<file path="src/rtl/intersection_pkg.sv">
// Shared types for the intersection phase scheduler: light encodings, FSM states, phase index.
// Pure declarations plus a helper that places one phase's light into the packed light vector.
package intersection_pkg;

    localparam int NUM_PHASES = 4;

    typedef logic [1:0] phase_idx_t;

    typedef enum logic [1:0] {
        RED    = 2'b00,
        YELLOW = 2'b01,
        GREEN  = 2'b11
    } light_t;

    typedef enum logic [1:0] {
        S_GREEN,
        S_YELLOW,
        S_ALL_RED
    } sched_state_t;

    // All phases RED except phase p, which shows light l.
    function automatic logic [2*NUM_PHASES-1:0] light_vec(input phase_idx_t p, input light_t l);
        logic [2*NUM_PHASES-1:0] v;
        v = '0;
        v[2*int'(p) +: 2] = l;
        return v;
    endfunction

endpackage

</file>
<file path="src/rtl/rr_phase_picker.sv">
// Round-robin phase picker: first pending phase at or after start, wrapping around.
// Purely combinational, zero latency, no flow control.
module rr_phase_picker
    import intersection_pkg::*;
(
    input  logic [NUM_PHASES-1:0] req,
    input  phase_idx_t            start,
    output logic                  vld,
    output phase_idx_t            phase
);

    phase_idx_t idx;

    // Scan farthest-first so the nearest pending phase is the last write and wins.
    always_comb begin
        vld   = 1'b0;
        phase = '0;
        idx   = '0;
        for (int k = NUM_PHASES - 1; k >= 0; k--) begin
            idx = start + phase_idx_t'(k);
            if (req[idx]) begin
                vld   = 1'b1;
                phase = idx;
            end
        end
    end

endmodule

</file>
<file path="src/rtl/intersection_phase_scheduler.sv">
// Four-phase green/yellow/all-red scheduler with demand latching, extension timing and preempt.
// All outputs registered; lights follow the state on the edge it changes, no backpressure.
module intersection_phase_scheduler
    import intersection_pkg::*;
#(
    parameter int MIN_GREEN_TIME = 10,
    parameter int MAX_GREEN_TIME = 40,
    parameter int EXTENSION_TIME = 3,
    parameter int YELLOW_TIME    = 4,
    parameter int ALL_RED_TIME   = 2,
    parameter int TIMER_WIDTH    = 8
) (
    input  logic       clk,
    input  logic       reset_n,
    input  logic [3:0] phase_req,
    input  logic       preempt_req,
    input  logic [1:0] preempt_phase,
    output logic [7:0] phase_light,
    output logic [1:0] active_phase,
    output logic [3:0] req_pending,
    output logic       preempt_active
);

    localparam logic [TIMER_WIDTH-1:0] MIN_G     = TIMER_WIDTH'(MIN_GREEN_TIME);
    localparam logic [TIMER_WIDTH-1:0] MAX_G     = TIMER_WIDTH'(MAX_GREEN_TIME);
    localparam logic [TIMER_WIDTH-1:0] EXT_LOAD  = TIMER_WIDTH'(EXTENSION_TIME);
    localparam logic [TIMER_WIDTH-1:0] YEL_LAST  = TIMER_WIDTH'(YELLOW_TIME - 1);
    localparam logic [TIMER_WIDTH-1:0] ARED_LAST = TIMER_WIDTH'(ALL_RED_TIME - 1);

    sched_state_t           state_q, state_d;
    phase_idx_t             active_q, active_d;
    logic [TIMER_WIDTH-1:0] green_cnt_q, ext_cnt_q, clr_cnt_q;
    logic [3:0]             pend_q, active_oh, set_mask, clr_mask;
    logic                   other, exit_green, enter_green, pick_vld;
    phase_idx_t             pick_phase;
    light_t                 light_d;

    rr_phase_picker u_picker (
        .req   (pend_q),
        .start (active_q + phase_idx_t'(1)),
        .vld   (pick_vld),
        .phase (pick_phase)
    );

    always_comb begin
        active_oh   = 4'b0001 << active_q;
        other       = |(pend_q & ~active_oh);
        state_d     = state_q;
        active_d    = active_q;
        exit_green  = 1'b0;
        enter_green = 1'b0;
        unique case (state_q)
            S_GREEN: begin
                // A preempt for the active phase pins green; any other preempt skips min green.
                if (preempt_req)
                    exit_green = (preempt_phase != active_q);
                else
                    exit_green = other && ((green_cnt_q >= MAX_G) ||
                                           ((green_cnt_q >= MIN_G) && (ext_cnt_q == '0)));
                if (exit_green)
                    state_d = S_YELLOW;
            end
            S_YELLOW: begin
                if (clr_cnt_q == YEL_LAST)
                    state_d = S_ALL_RED;
            end
            S_ALL_RED: begin
                if (clr_cnt_q == ARED_LAST) begin
                    state_d     = S_GREEN;
                    enter_green = 1'b1;
                    if (preempt_req)
                        active_d = preempt_phase;
                    else if (pick_vld)
                        active_d = pick_phase;
                    else
                        active_d = '0;
                end
            end
            default: state_d = S_GREEN;
        endcase

        // Demand on the green phase feeds the extension timer instead of the latch.
        set_mask = phase_req & ~((state_q == S_GREEN) ? active_oh : 4'b0000);
        clr_mask = enter_green ? (4'b0001 << active_d) : 4'b0000;
        light_d  = (state_d == S_GREEN)  ? GREEN :
                   (state_d == S_YELLOW) ? YELLOW : RED;
    end

    always_ff @(posedge clk or negedge reset_n) begin
        if (!reset_n) begin
            state_q        <= S_GREEN;
            active_q       <= '0;
            green_cnt_q    <= '0;
            ext_cnt_q      <= '0;
            clr_cnt_q      <= '0;
            pend_q         <= '0;
            phase_light    <= light_vec(phase_idx_t'(0), GREEN);
            preempt_active <= 1'b0;
        end else begin
            state_q  <= state_d;
            active_q <= active_d;
            pend_q   <= (pend_q | set_mask) & ~clr_mask;

            if (state_q == S_GREEN && state_d == S_GREEN) begin
                if (green_cnt_q != '1)
                    green_cnt_q <= green_cnt_q + TIMER_WIDTH'(1);
                if (phase_req[active_q])
                    ext_cnt_q <= EXT_LOAD;
                else if (ext_cnt_q != '0)
                    ext_cnt_q <= ext_cnt_q - TIMER_WIDTH'(1);
            end else begin
                green_cnt_q <= '0;
                ext_cnt_q   <= '0;
            end

            if (state_d != state_q)
                clr_cnt_q <= '0;
            else if (state_q != S_GREEN)
                clr_cnt_q <= clr_cnt_q + TIMER_WIDTH'(1);

            phase_light    <= light_vec(active_d, light_d);
            preempt_active <= (state_d == S_GREEN) && preempt_req && (preempt_phase == active_d);
        end
    end

    assign active_phase = active_q;
    assign req_pending  = pend_q;

endmodule

</file>
<file path="config.mk">
export PLATFORM = sky130hd
export DESIGN_NAME = intersection_phase_scheduler
export DESIGN_NICKNAME = d
export VERILOG_FILES = /design/src/rtl/intersection_pkg.sv /design/src/rtl/rr_phase_picker.sv /design/src/rtl/intersection_phase_scheduler.sv
export SDC_FILE = /design/constraint.sdc
export NUM_CORES = 1
export LEC_CHECK = 0
export BUFFER_PORTS_ARGS = -buffer_cell sky130_fd_sc_hd__buf_2
export CORE_MARGIN = 2
export CORE_UTILIZATION = 40
export DETAILED_ROUTE_END_ITERATION = 6
export HOLD_SLACK_MARGIN = 0.06
export PLACE_DENSITY = 0.69
export SYNTH_ARGS = -nofsm -noshare
export SYNTH_HDL_FRONTEND = slang
export SYNTH_SLANG_ARGS = --single-unit
</file>
<file path="constraint.sdc">
create_clock -name clk -period 4.3 [get_ports clk]
set_clock_uncertainty 0.15 [all_clocks]
set_input_delay 0.43 -clock clk [delete_from_list [all_inputs] [get_ports clk]]
set_output_delay 0.43 -clock clk [all_outputs]
set_load 0.1 [all_outputs]
</file>
**After elaboration in Yosys (flattened, before gate mapping)**

Cells that the tools add are included.
Widths: inputs -> output; s select.

- $add $sub $neg: 8
- $lt $le $gt $ge: 7
- Equal/unequal tests: 11
- Shifts and indexed selects: 4
- Muxes and demuxes: 41
- Bitwise logic cells: 8
- Reduce and logical (&&, ||, !) cells: 13

Operator list:

| operator | number |
|---|---|
| $mux 8 | 7 |
| $neg 3->33 | 1 |
| $shift 2x33->8 const A | 1 |
| $shiftx 2x33->8 | 1 |
| $mux 2 | 12 |
| $add 8x1->8 const B | 2 |
| $lt 2x3->1 const B | 5 |
| $mux 1 | 14 |
| $and 4x4->4 | 3 |
| $not 4->4 | 3 |
| $bmux 1 s2 | 5 |
| $and 8x8->8 | 1 |
| $eq 8x1->1 const B | 1 |
| $eq 8x2->1 const B | 1 |
| $ge 8x4->1 const B | 1 |
| $ge 8x6->1 const B | 1 |
| $logic_not 8->1 | 1 |
| $mux 4 | 2 |
| $ne 8x8->1 const B | 1 |
| $reduce_bool 8->1 | 1 |
| $shl 1x2->4 const A | 2 |
| $sub 8x1->8 const B | 1 |
| $pmux 2 s3 | 1 |
| $logic_and 1x1->1 | 5 |
| 13 further kinds | 19 |

- Bits in registers: 41

**Depth between registers and ports, before layout**

Gate-level depths: netlist of the first run.

- Word-level depth: 16
- Gate-level depth with buffers: 11
- Gate-level depth less buffers: 10

**Cells and area by module**

From an unflattened synthesis of the first run, not the netlist that was laid out.

- Cells, all modules: 248
- Area total of the unflattened synthesis: 2417.3 µm²

Modules (own cells, without submodules):

| module | instances | cells each | area an instance (µm²) | sequential area each (µm²) |
|---|---|---|---|---|
| intersection_phase_scheduler | 1 | 235 | 2339.7 | 1028.5 |
| rr_phase_picker | 1 | 13 | 77.6 | 0.0 |

**Worst setup path after synthesis of the first run**

OpenSTA, ideal clock, no wires.

- Path kind: register to register
- Start point: register active_q[0] (netlist: active_phase[0])
- End point: register phase_light[5]
- Setup time: 95 ps
- Arrival: 3505 ps
- Data required time: 4055 ps
- Path slack: 550 ps
- Cell stages (with the launch flop): 12
- Clock period less this slack: 3750 ps
- Path through: dfrtp_1 > buf_2 > inv_1 > ha_1 > nand2_1 > o21ai_0 > a2111oi_0 > o22a_4 > inv_2 > ha_1 > or3b_4 > nor4b_2

- Longest elaborated chain between the ends: 15
- Elaborated cells between the ends (all ways): 42
- Classes of those cells: add/sub (5); eq/ne (2); shift (3); mux (26); bitwise (3); reduce/logical (3)

Ends and longest elaborated chain:

| item | line | source |
|---|---|---|
| start: declaration | intersection_phase_scheduler.sv:31 | `phase_idx_t active_q, active_d;` |
| start signal: assignment | intersection_phase_scheduler.sv:101 | `active_q <= active_d;` |
| $add 2x1->2 | intersection_phase_scheduler.sv:40 | `.start (active_q + phase_idx_t'(1)),` |
| $add 2x2->2 | rr_phase_picker.sv:20 | `idx = start + phase_idx_t'(k);` |
| $bmux 1 s2 | rr_phase_picker.sv:21 | `if (req[idx]) begin` |
| $mux 1 (not written as such) | rr_phase_picker.sv:21 |  |
| $mux 2 / $mux 1 (equally long branches) (4 in a row) | rr_phase_picker.sv:21 |  |
| $mux 2 | intersection_phase_scheduler.sv:73 | `else if (pick_vld)` |
| $mux 2 | intersection_phase_scheduler.sv:71 | `if (preempt_req)` |
| $mux 2 | intersection_phase_scheduler.sv:68 | `if (clr_cnt_q == ARED_LAST) begin` |
| $mux 2 * | intersection_phase_scheduler.sv:52 | `unique case (state_q)` |
| named net active_d[0] | intersection_phase_scheduler.sv:31 |  |
| $neg 3->33 * | intersection_pkg.sv:25 | `v[2*int'(p) +: 2] = l;` |
| $shiftx 2x33->8 / $shift 2x33->8 (equally long branches) | intersection_pkg.sv:25 |  |
| $and 8x8->8 (no source line) * | -- |  |
| end signal: assignment | intersection_phase_scheduler.sv:97 | `phase_light <= light_vec(phase_idx_t'(0), GREEN);` |
| end signal: assignment | intersection_phase_scheduler.sv:121 | `phase_light <= light_vec(active_d, light_d);` |
| end: declaration | intersection_phase_scheduler.sv:18 | `output logic [7:0] phase_light,` |

Mark *: on every way through the listed nets, which the timed path passes. The rest lies on a longest branch. The select of a mux whose other input is x is not followed.
A chain may end at the register's enable or synchronous reset.

**Final worst setup path of the first run**

Ends and elaborated chain as after synthesis.

==> results of run 1 <==
-- final cells by class --
cell class	instances	area, um^2
Timing Repair Buffer	23	115
Clock buffer	6	72.6
Tap cell	72	90.1
Fill cell	537	2940
Inverter	13	48.8
Clock inverter	2	35.0
Sequential cell	41	1030
Multi-Input combinational cell	180	1240
-- registers in the layout (all words and copies together) (netlist names) --
signal / flops
clr_cnt_q: 8
ext_cnt_q: 8
green_cnt_q: 8
phase_light: 8
req_pending: 4
active_phase: 2
state_q: 2
preempt_active: 1
-- per-stage QoR --
step / utilization [%] / setup WS [ns] / cell area [um^2] / power (uW)
global route: 47.2 / 0.762 / 2630 / 2080
finish: 47.2 / 1.00 / 2630 / 1930
detailed placement: 45.3 / 1.00 / 2520 / 1630
floorplan: - / 0.550 / 2340 / 1440
global placement: 45.3 / 1.14 / 2520 / 1610
CTS: 47.2 / 0.983 / 2630 / 1940
-- path summary, 6_finish.rpt --
kind                                 start              to  slack (ns)  cells after the start
max                        active_phase[0]  phase_light[5]        1.00                     10
min                                reset_n    clr_cnt_q[5]        0.11                      1
max reg2reg                active_phase[0]  phase_light[5]        1.00                     10
min reg2reg                   ext_cnt_q[7]    ext_cnt_q[7]        0.40                      2
max in group asynchronous          reset_n    ext_cnt_q[1]        3.32                      1
min in group clk              phase_req[3]  req_pending[3]        0.27                      3
-- worst max-delay path: stages (launching register included) --
cell                        delay [ns]
sky130_fd_sc_hd__dfrtp_1          0.57
sky130_fd_sc_hd__inv_1            0.13
sky130_fd_sc_hd__ha_1             0.37
sky130_fd_sc_hd__nand2_1          0.08
sky130_fd_sc_hd__o21ai_0          0.07
sky130_fd_sc_hd__a2111oi_0        0.51
sky130_fd_sc_hd__o22a_4           0.29
sky130_fd_sc_hd__inv_2            0.09
sky130_fd_sc_hd__ha_1             0.26
sky130_fd_sc_hd__or3b_4           0.45
sky130_fd_sc_hd__nor4b_2          0.23
-- power by group through the flow --
stage          sequential, uW  combinational [uW]  clock [uW]
2_1_floorplan             766                 673           0
3_3_place_gp              573                1030           0
3_5_place_dp              574                1060           0
4_1_cts                   568                1060         315
5_1_grt                   585                1160         330
6_report                  569                1050         305
-- layout by cell type, fill, tap and decap left out, types with 2 or more instances in the layout --
cell type | netlist | final
sky130_fd_sc_hd__xor2_1 | 9 | 9
sky130_fd_sc_hd__nand3b_1 | 2 | 2
sky130_fd_sc_hd__nand2b_1 | 4 | 4
sky130_fd_sc_hd__and2_1 | 3 | 3
sky130_fd_sc_hd__nor2_1 | 35 | 35
sky130_fd_sc_hd__and3_1 | 2 | 2
sky130_fd_sc_hd__nor3_1 | 4 | 4
sky130_fd_sc_hd__xnor2_1 | 8 | 8
sky130_fd_sc_hd__nor4b_2 | 2 | 2
sky130_fd_sc_hd__clkbuf_8 | 0 | 5
sky130_fd_sc_hd__inv_1 | 12 | 12
sky130_fd_sc_hd__dfrtp_1 | 39 | 39
sky130_fd_sc_hd__dfstp_2 | 2 | 2
sky130_fd_sc_hd__o21ai_0 | 7 | 7
sky130_fd_sc_hd__o211ai_1 | 2 | 2
sky130_fd_sc_hd__a21oi_1 | 19 | 19
sky130_fd_sc_hd__nand4b_1 | 2 | 2
sky130_fd_sc_hd__buf_2 | 1 | 23
sky130_fd_sc_hd__nand4_1 | 3 | 3
sky130_fd_sc_hd__o2111ai_1 | 2 | 2
sky130_fd_sc_hd__ha_1 | 15 | 15
sky130_fd_sc_hd__a211oi_1 | 2 | 2
sky130_fd_sc_hd__or3_1 | 2 | 2
sky130_fd_sc_hd__mux2i_1 | 2 | 2
sky130_fd_sc_hd__nand2_1 | 18 | 18
sky130_fd_sc_hd__nand3_1 | 6 | 6
sky130_fd_sc_hd__nor4_1 | 3 | 3
-- cell families (layout without fill, tap and decap cells) --
family                     count (synthesis)  count (layout)  share of synthesized area (%)
buffers and inverters                     17              44                           3.10
xor gates and xnor gates                  17              17                           6.36
muxes                                      3               3                           1.82
AOI/OAI and AO/OA                         43              43                           12.0
and+or+nand+nor                          102             102                           24.7
adders and majority gates                 15              15                           8.02
DFF                                       41              41                           43.9
-- per-layer routing --
layer  part of all wire, %  vias to the layer above  track usage [%]
met2                    48                       22             24.8
li1                      -                      874                -
met4                  0.33                        0             3.73
met5                     0                        -                0
met1                    48                      841             20.3
met3                   3.5                        2             4.16
==> load_flow_metrics.sql, run 1 <==
INSERT INTO impl_metrics (metric_group, metric, value, unit) VALUES
('outcome', 'outcome', 'complete, no violations', ''),
('timing', 'layout_worst_path_cycle_share', '76.7', '%'),
('logic_synthesis', 'synth_top_cells_by_area', 'sky130_fd_sc_hd__dfrtp_1 (42%), sky130_fd_sc_hd__ha_1 (8.0%), sky130_fd_sc_hd__nor2_1 (5.6%)', ''),
('cells_and_area', 'nNetsFinal', '288', ''),
('floorplan', 'die_area', '6480', 'um^2'),
('worst_setup_path', 'crit_arrival', '3.34', 'ns'),
('timing', 'setup-tns-final', '0', 'ns'),
('worst_hold_path', 'hp-class', 'in2async', ''),
('grt', 'grt_start_max_net_pins', '42', ''),
('pwr', 'power.internal', '1010', 'uW'),
('worst_setup_path', 'cp.required', '4.35', 'ns'),
('floorplan', 'pin_count', '24', ''),
('logic_synthesis', 'synth.ff_latch_count', '41', ''),
('logic_synthesis', 'synth.lib_cells_used.distinct', '57', ''),
('cts', 'post_cts_buffers', '0', ''),
('logic_synthesis', 'postSynth.asyncResetShare', '100', '%'),
('timing', 'worst_hold_slack', '0.115', 'ns'),
('pwr', 'switchingPower', '922', 'uW'),
('pwr', 'power.density_cell_area', '733', 'nW/um^2'),
('floorplan', 'floorplan.die.width', '80.5', 'um'),
('drt', 'drtAntennaViolNets', '0', ''),
('drt', 'routed_via_density', '5.16', ''),
('cts', 'numCtsBuffers', '5', ''),
('cells_and_area', 'area_delta_synth_final', '12.3', '%'),
('floorplan', 'row_count', '27', ''),
('timing', 'max_slew_margin', '39.8', '%'),
('drt', 'initialDrtViolationCount', '67', ''),
('timing', 'grt_setup_unrepaired', 'no', ''),
('cts', 'clk_pin_slew', '0.08', 'ns'),
('pwr', 'seqPwrFrac', '29.5', '%'),
('drt', 'drt_pre_antenna_iters', '4', ''),
('drt', 'mean_routed_wirelength_per_cell', '13.3', 'um'),
('timing', 'worstMarginPinSlew', '0.903', 'ns'),
('logic_synthesis', 'synth.cell_area', '2340', 'um^2'),
('cts', 'insertion_delay', '0.29', 'ns'),
('floorplan', 'core_area', '5570', 'um^2'),
('cts', 'cts-htree-levels', '2', ''),
('logic_synthesis', 'synth_edf_count', '0', ''),
('pwr', 'combPwrFrac', '54.7', '%'),
('cells_and_area', 'number_of_inserted_diodes', '0', ''),
('logic_synthesis', 'ys.flop_type', 'sky130_fd_sc_hd__dfrtp_1', ''),
('cts', 'cts.hold.buffers_added', '0', ''),
('place', 'gp_routability_congestion', '0.802', ''),
('place', 'port-buffer-count', '23', ''),
('pwr', 'clock_power_share', '15.8', '%'),
('worst_setup_path', 'startpoint_kind_of_the_worst_setup_timing_path', 'register', ''),
('cts', 'clockRootBuffer', 'sky130_fd_sc_hd__clkbuf_8', ''),
('timing', 'final-hold-violation-count', '0', ''),
('timing', 'achievable-frequency', '303', 'MHz'),
('timing', 'setup_viol', '0', ''),
('logic_synthesis', 'post_synth_most_frequent_cells', 'sky130_fd_sc_hd__dfrtp_1 (39), sky130_fd_sc_hd__nor2_1 (35), sky130_fd_sc_hd__a21oi_1 (19)', ''),
('logic_synthesis', 'post-synth-top-area-cell', 'sky130_fd_sc_hd__dfrtp_1', ''),
('cts', 'clock_path_buffers', '2', ''),
('floorplan', 'die_h', '80.5', 'um'),
('grt', 'first_global_vias', '1716', ''),
('cells_and_area', 'final_layout_size_suffix_gt1_share', '18.9', '%'),
('flow_run', 'drv.max_cap_violation_count', '0', ''),
('worst_setup_path', 'cp-end-kind', 'register', ''),
('logic_synthesis', 'yosys.cell_count.top_type', 'sky130_fd_sc_hd__dfrtp_1', ''),
('grt', 'grt_use_total', '15.3', '%'),
('place', 'detailedPlacementHpwl', '3.31', 'mm'),
('timing', 'post-route-min-period', '3.30', 'ns'),
('drt', 'vias', '1739', ''),
('logic_synthesis', 'netlist_instances', '238', ''),
('floorplan', 'initial_core_util', '42.0', '%'),
('grt', 'gr-total-overflow', '0', ''),
('pwr', 'irDropWorstVdd', '0.000436', 'V'),
('place', 'placed_cells', '329', ''),
('drt', 'detail_route.drc_violations', '0', ''),
('drt', 'overall_routed_net_length', '4.49', 'mm'),
('cts', 'cts_repair_resize_count', '0', '');
Note: power is estimated with default switching activity, not from simulation.
==> inputs of run 2 (changes only) <==
--- a/config.mk
+++ b/config.mk
@@ -10,7 +10,7 @@
 export CORE_UTILIZATION = 40
 export DETAILED_ROUTE_END_ITERATION = 6
 export HOLD_SLACK_MARGIN = 0.06
-export PLACE_DENSITY = 0.69
+export PLACE_DENSITY = 0.71
 export SYNTH_ARGS = -nofsm -noshare
 export SYNTH_HDL_FRONTEND = slang
 export SYNTH_SLANG_ARGS = --single-unit
==> constraint.sdc (replaced) <==
create_clock -name clk -period 3.03 [get_ports clk]
set_clock_uncertainty 0.15 [all_clocks]
set_input_delay 0.303 -clock clk [delete_from_list [all_inputs] [get_ports clk]]
set_output_delay 0.303 -clock clk [all_outputs]
set_load 0.1 [all_outputs]
==> load_flow_metrics.sql, run 2 (same netlist as run 1, synthesis figures left out) <==
INSERT INTO impl_metrics (metric_group, metric, value, unit) VALUES
('timing', 'setup-tns-final', '0', 'ns'),
('cells_and_area', 'nNetsFinal', '291', ''),
('cts', 'cts-htree-levels', '2', ''),
('worst_hold_path', 'hp-class', 'in2reg', ''),
('cts', 'clk_pin_slew', '0.08', 'ns'),
('pwr', 'power.density_cell_area', '1030', 'nW/um^2'),
('worst_setup_path', 'startpoint_kind_of_the_worst_setup_timing_path', 'register', ''),
('cts', 'clock_tree_from_tritoncts', 'built', ''),
('pwr', 'irDropWorstVdd', '0.000728', 'V'),
('drt', 'detail_route.drc_violations', '0', ''),
('drt', 'drt_pre_antenna_iters', '4', ''),
('floorplan', 'row_count', '27', ''),
('drt', 'overall_routed_net_length', '4.58', 'mm'),
('cells_and_area', 'final_common_cell', 'sky130_fd_sc_hd__dfrtp_1', ''),
('drt', 'vias', '1770', ''),
('timing', 'grt_setup_unrepaired', 'yes', ''),
('grt', 'gr-total-overflow', '0', ''),
('worst_setup_path', 'worst_path_max_delay_cell', 'sky130_fd_sc_hd__dfrtp_4', ''),
('outcome', 'outcome', 'complete, no violations', ''),
('floorplan', 'die_area', '6480', 'um^2'),
('drt', 'drtAntennaViolNets', '0', ''),
('place', 'detailedPlacementHpwl', '3.39', 'mm'),
('drt', 'routed_via_density', '5.21', ''),
('drt', 'mean_routed_wirelength_per_cell', '13.5', 'um'),
('cts', 'cts_sinks', '41', ''),
('floorplan', 'core_area', '5570', 'um^2'),
('grt', 'antenna_found_initial', '0', ''),
('worst_setup_path', 'worst_path_cell_chain', 'inv_1 > ha_4 > nand2_1 > o21ai_0 > a2111oi_2 > o22a_4 > inv_2 > ha_1 > or3b_4 > nor4b_2', ''),
('grt', 'grt_start_max_net_pins', '42', ''),
('place', 'port-buffer-count', '23', ''),
('worst_setup_path', 'cp-end-kind', 'register', ''),
('timing', 'layout_worst_path_cycle_share', '95.1', '%'),
('cells_and_area', 'area_delta_synth_final', '13.9', '%'),
('timing', 'worstMarginPinSlew', '0.895', 'ns'),
('cells_and_area', 'final_layout_size_suffix_gt1_share', '21.6', '%'),
('timing', 'post-route-min-period', '2.88', 'ns'),
('worst_setup_path', 'max_stage_delay', '0.52', 'ns'),
('timing', 'timing.final.max_slew_violations', '0', ''),
('timing', 'setup_viol', '0', ''),
('cells_and_area', 'n_fill_cell', '531', ''),
('timing', 'final-hold-violation-count', '0', ''),
('flow_run', 'drv.max_cap_violation_count', '0', ''),
('place', 'gp_routability_congestion', '0.792', ''),
('cts', 'numCtsBuffers', '5', ''),
('grt', 'grt_use_total', '15.6', '%'),
('cts', 'post_cts_buffers', '0', ''),
('floorplan', 'floorplan.die.width', '80.5', 'um'),
('floorplan', 'initial_core_util', '42.0', '%'),
('cts', 'clockRootBuffer', 'sky130_fd_sc_hd__clkbuf_8', ''),
('drt', 'initialDrtViolationCount', '106', ''),
('cts', 'insertion_delay', '0.29', 'ns'),
('timing', 'max_slew_margin', '40.3', '%'),
('cells_and_area', 'number_of_inserted_diodes', '0', ''),
('timing', 'achievable-frequency', '347', 'MHz'),
('worst_setup_path', 'crit_arrival', '2.94', 'ns'),
('cts', 'clock_path_buffers', '2', ''),
('timing', 'worst_hold_slack', '0.168', 'ns'),
('worst_setup_path', 'worst-setup-path-type', 'reg2reg', ''),
('grt', 'wire_length_of_the_first_global_routing_pass', '7.89', 'mm'),
('pwr', 'p_leak', '0.00120', 'uW'),
('floorplan', 'pin_count', '24', ''),
('grt', 'first_global_vias', '1713', ''),
('cells_and_area', 'final_cell_mix', 'sky130_fd_sc_hd__dfrtp_1 (37), sky130_fd_sc_hd__nor2_1 (35), sky130_fd_sc_hd__buf_2 (23)', ''),
('worst_setup_path', 'cp.required', '3.08', 'ns'),
('floorplan', 'die_h', '80.5', 'um'),
('worst_setup_path', 'worstPathMaxFanout', '9', '');
run 2: cell types whose count changed in the layout (fill, tap and decap cells not counted), sizes merged:
| cell | change |
|---|---|
| clkinvlp | +1 |
| bufinv | -1 |
| clkbuf | +1 |
| buf | +2 |
| clkinv | -1 |
| dlygate4sd3 | +1 |
run 2: layout make-up:
| cell class | instances | area [um^2] | area share [%] |
|---|---|---|---|
| inverters | 13 | 48.8 | 1.83 |
| well taps | 72 | 90.1 | 3.38 |
| multi-input cells | 180 | 1260 | 47.2 |
| flip-flops and latches | 41 | 1040 | 38.8 |
| clock inverters | 1 | 7.51 | 0.281 |
| clock buffers | 7 | 86.3 | 3.24 |
| repair buffers | 26 | 140 | 5.25 |
run 2: path summary, 6_finish.rpt:
path,endpoint,slack (ns),startpoint,cells after the start
setup / recovery,phase_light[5],0.15,active_phase[1],10
setup reg to reg,phase_light[5],0.15,active_phase[1],10
max in group asynchronous,active_phase[1],1.55,reset_n,2
min in group asynchronous,green_cnt_q[2],0.51,reset_n,2
hold reg to reg,ext_cnt_q[7],0.40,ext_cnt_q[7],2
hold / removal,req_pending[2],0.17,phase_req[2],3
run 2: per-layer routing:
| metal | part of all wire [%] | global-route usage, % |
|---|---|---|
| met5 | 0 | 0 |
| met2 | 46 | 24.8 |
| met4 | 0.72 | 4.07 |
| met1 | 50 | 21.4 |
| met3 | 3.0 | 3.60 |
run 2: timing repair:
| item | CTS | global route |
|---|---|---|
| gates resized for setup | 0 | 1 |
| setup endpoints to repair | 0 | 4 |
| hold buffers | 1 | 0 |
| endpoints found under the hold margin | 39 | 0 |
run 2: critical path: cells and delay by family (launching register included):
kind	cells	cell delay (ns)
AND/OR/NAND/NOR	3	0.72
adder cells (fa/ha/maj)	2	0.48
flip-flops	1	0.52
AO/OA/AOI/OAI	3	0.72
buffers and inverters	2	0.21
run 2: power breakdown:
| group | internal [uW] | switching, uW | total [uW] |
|---|---|---|---|
| registers | 676 | 120 | 796 |
| clock network | 185 | 190 | 375 |
| logic | 556 | 1010 | 1570 |
| total | 1420 | 1320 | 2740 |
run 2: stage by stage:
stage	setup slack, ns	area [um^2]	instances	utilization [%]	power (uW)
2_1_floorplan	0.00854	2370	238	-	2090
3_3_place_gp	0.200	2560	331	46.0	2340
3_5_place_dp	0.114	2560	331	46.0	2370
4_1_cts	0.111	2670	340	47.9	2760
5_1_grt	-0.0176	2670	340	47.9	2950
6_report	0.147	2670	340	47.9	2740
==> inputs of run 3 (changes only) <==
--- a/config.mk
+++ b/config.mk
@@ -7,10 +7,10 @@
 export LEC_CHECK = 0
 export BUFFER_PORTS_ARGS = -buffer_cell sky130_fd_sc_hd__buf_2
 export CORE_MARGIN = 2
-export CORE_UTILIZATION = 40
+export CORE_UTILIZATION = 49
 export DETAILED_ROUTE_END_ITERATION = 6
 export HOLD_SLACK_MARGIN = 0.06
-export PLACE_DENSITY = 0.71
+export PLACE_DENSITY = 0.82
 export SYNTH_ARGS = -nofsm -noshare
 export SYNTH_HDL_FRONTEND = slang
 export SYNTH_SLANG_ARGS = --single-unit
==> load_flow_metrics.sql, run 3 (same netlist as run 1, synthesis figures left out) <==
INSERT INTO impl_metrics (metric_group, metric, value, unit) VALUES
('outcome', 'outcome', 'complete, no violations', ''),
('cts', 'clk_pin_slew', '0.07', 'ns'),
('worst_setup_path', 'path_buf_inv', '2', ''),
('drt', 'initialDrtViolationCount', '99', ''),
('drt', 'routedLengthMet1', '2.11', 'mm'),
('drt', 'wl_met3', '98', 'um'),
('drt', 'detail_route.drc_violations', '0', ''),
('worst_hold_path', 'hp-class', 'in2reg', ''),
('cells_and_area', 'design_area', '2660', 'um^2'),
('cts', 'cts_sinks', '41', ''),
('cts', 'clock_path_buffers', '2', ''),
('timing', 'post-route-min-period', '2.91', 'ns'),
('place', 'detailedPlacementHpwl', '3.30', 'mm'),
('drt', 'drtAntennaViolNets', '0', ''),
('grt', 'grt_start_max_net_pins', '42', ''),
('grt', 'grt_use_total', '18.1', '%'),
('floorplan', 'die_h', '73.1', 'um'),
('timing', 'layout_worst_path_cycle_share', '96.0', '%'),
('timing', 'post-route-worst-setup-slack', '0.121', 'ns'),
('place', 'dpl-instance-area', '2540', 'um^2'),
('drt', 'overall_routed_net_length', '4.47', 'mm'),
('timing', 'final-hold-violation-count', '0', ''),
('pwr', 'irDropWorstVdd', '0.000607', 'V'),
('drt', 'vias', '1773', ''),
('worst_setup_path', 'worstPathMaxFanout', '9', ''),
('worst_setup_path', 'worst_path_cell_chain', 'inv_1 > ha_4 > nand2_1 > o21ai_0 > a2111oi_2 > o22a_4 > inv_2 > ha_1 > or3b_4 > nor4b_2', ''),
('grt', 'gr-total-overflow', '0', ''),
('drt', 'drt_pre_antenna_iters', '4', ''),
('timing', 'max_slew_margin', '40.9', '%'),
('floorplan', 'floorplan.die.width', '73.1', 'um'),
('worst_setup_path', 'worst_path_dominant_cell_family', 'simple AND/OR/NAND/NOR gates', ''),
('cts', 'insertion_delay', '0.29', 'ns'),
('timing', 'setup_viol', '0', ''),
('floorplan', 'core_area', '4660', 'um^2'),
('floorplan', 'pin_count', '24', ''),
('drt', 'routed_via_density', '5.46', ''),
('place', 'port-buffer-count', '23', ''),
('grt', 'antenna_found_initial', '0', ''),
('place', 'pre_cts_ws', '0.0989', 'ns'),
('cells_and_area', 'final_common_cell', 'sky130_fd_sc_hd__dfrtp_1', ''),
('cells_and_area', 'final_cell_mix', 'sky130_fd_sc_hd__dfrtp_1 (37), sky130_fd_sc_hd__nor2_1 (35), sky130_fd_sc_hd__buf_2 (23)', ''),
('cts', 'numCtsBuffers', '5', ''),
('timing', 'setup-tns-final', '0', 'ns'),
('worst_setup_path', 'cp.required', '3.07', 'ns'),
('floorplan', 'die_area', '5350', 'um^2'),
('cts', 'clockRootBuffer', 'sky130_fd_sc_hd__clkbuf_8', ''),
('worst_setup_path', 'max_stage_delay', '0.52', 'ns'),
('pwr', 'post-layout-total-power', '2740', 'uW'),
('worst_setup_path', 'startpoint_kind_of_the_worst_setup_timing_path', 'register', ''),
('cells_and_area', 'nNetsFinal', '294', ''),
('cells_and_area', 'utilization', '57.0', '%'),
('worst_setup_path', 'worst-setup-path-type', 'reg2reg', ''),
('cts', 'cts-htree-levels', '2', ''),
('flow_run', 'drv.max_cap_violation_count', '0', ''),
('timing', 'achievable-frequency', '344', 'MHz'),
('cts', 'clock_tree_from_tritoncts', 'built', ''),
('grt', 'wire_length_of_the_first_global_routing_pass', '7.53', 'mm'),
('floorplan', 'initial_core_util', '50.2', '%'),
('cells_and_area', 'final_layout_size_suffix_gt1_share', '22.5', '%'),
('worst_setup_path', 'worst_path_max_delay_cell', 'sky130_fd_sc_hd__dfrtp_4', ''),
('pwr', 'power.density_cell_area', '1030', 'nW/um^2'),
('worst_setup_path', 'cp-end-kind', 'register', ''),
('worst_setup_path', 'crit_arrival', '2.95', 'ns'),
('cells_and_area', 'number_of_inserted_diodes', '0', ''),
('cells_and_area', 'area_delta_synth_final', '13.5', '%'),
('cells_and_area', 'n_fill_cell', '384', ''),
('grt', 'first_global_vias', '1675', ''),
('timing', 'timing.final.max_slew_violations', '0', ''),
('pwr', 'p_leak', '0.00121', 'uW'),
('drt', 'mean_routed_wirelength_per_cell', '13.8', 'um'),
('drt', 'highest-signal-layer', 'met4', ''),
('timing', 'worstMarginPinSlew', '0.887', 'ns'),
('drt', 'route.met2.wl', '2.20', 'mm'),
('place', 'gp_routability_congestion', '0.798', ''),
('floorplan', 'row_count', '25', '');
run 3: what timing repair did:
action,CTS,global route
hold endpoints to repair,39,0
resized for setup,0,1
setup buffers,0,3
endpoints found under the setup margin,0,2
hold buffers,1,0
run 3: per-layer routing:
metal | track usage, % | vias up
met5 | 0 | -
met4 | 5.56 | 0
met3 | 3.87 | 6
met2 | 29.0 | 14
met1 | 24.4 | 863
li1 | - | 890
run 3: final timing paths:
path,start,end,slack (ns),cells past startpoint
max reg2reg,active_phase[1],phase_light[5],0.12,10
max,active_phase[1],phase_light[5],0.12,10
max in group asynchronous,reset_n,active_phase[0],1.56,2
min,phase_req[2],req_pending[2],0.17,3
min in group asynchronous,reset_n,green_cnt_q[2],0.52,2
min reg2reg,clr_cnt_q[7],clr_cnt_q[7],0.40,2
run 3: metrics by stage:
stage,cells,hold WS [ns]
3_5_place_dp,313,0.336
5_1_grt,325,0.174
6_report,325,0.169
3_3_place_gp,313,0.330
4_1_cts,322,0.150
2_1_floorplan,238,-0.143
run 3: worst register-to-register path, delay by kind of cell, from the launching register on:
family | cells | cell delay [ns]
buffers and inverters | 2 | 0.21
AO/OA/AOI/OAI | 3 | 0.69
adder cells (fa/ha/maj) | 2 | 0.49
AND/OR/NAND/NOR | 3 | 0.75
flip-flops | 1 | 0.52
run 3: layout make-up:
| cell class | count | area, um^2 | share of cell area [%] |
|---|---|---|---|
| timing repair buffer | 29 | 163 | 6.12 |
| clock inverter | 2 | 10.0 | 0.377 |
| clock buffer | 6 | 72.6 | 2.73 |
| sequential | 41 | 1040 | 39.0 |
| inverter | 13 | 48.8 | 1.84 |
| multi-input combinational | 180 | 1260 | 47.4 |
| tap | 54 | 67.6 | 2.54 |
run 3: power by group:
group	leakage [uW]	switching [uW]	total, uW	internal (uW)
registers	0.000526	121	798	677
logic	0.000642	1020	1600	580
clock network	0.0000450	179	339	160
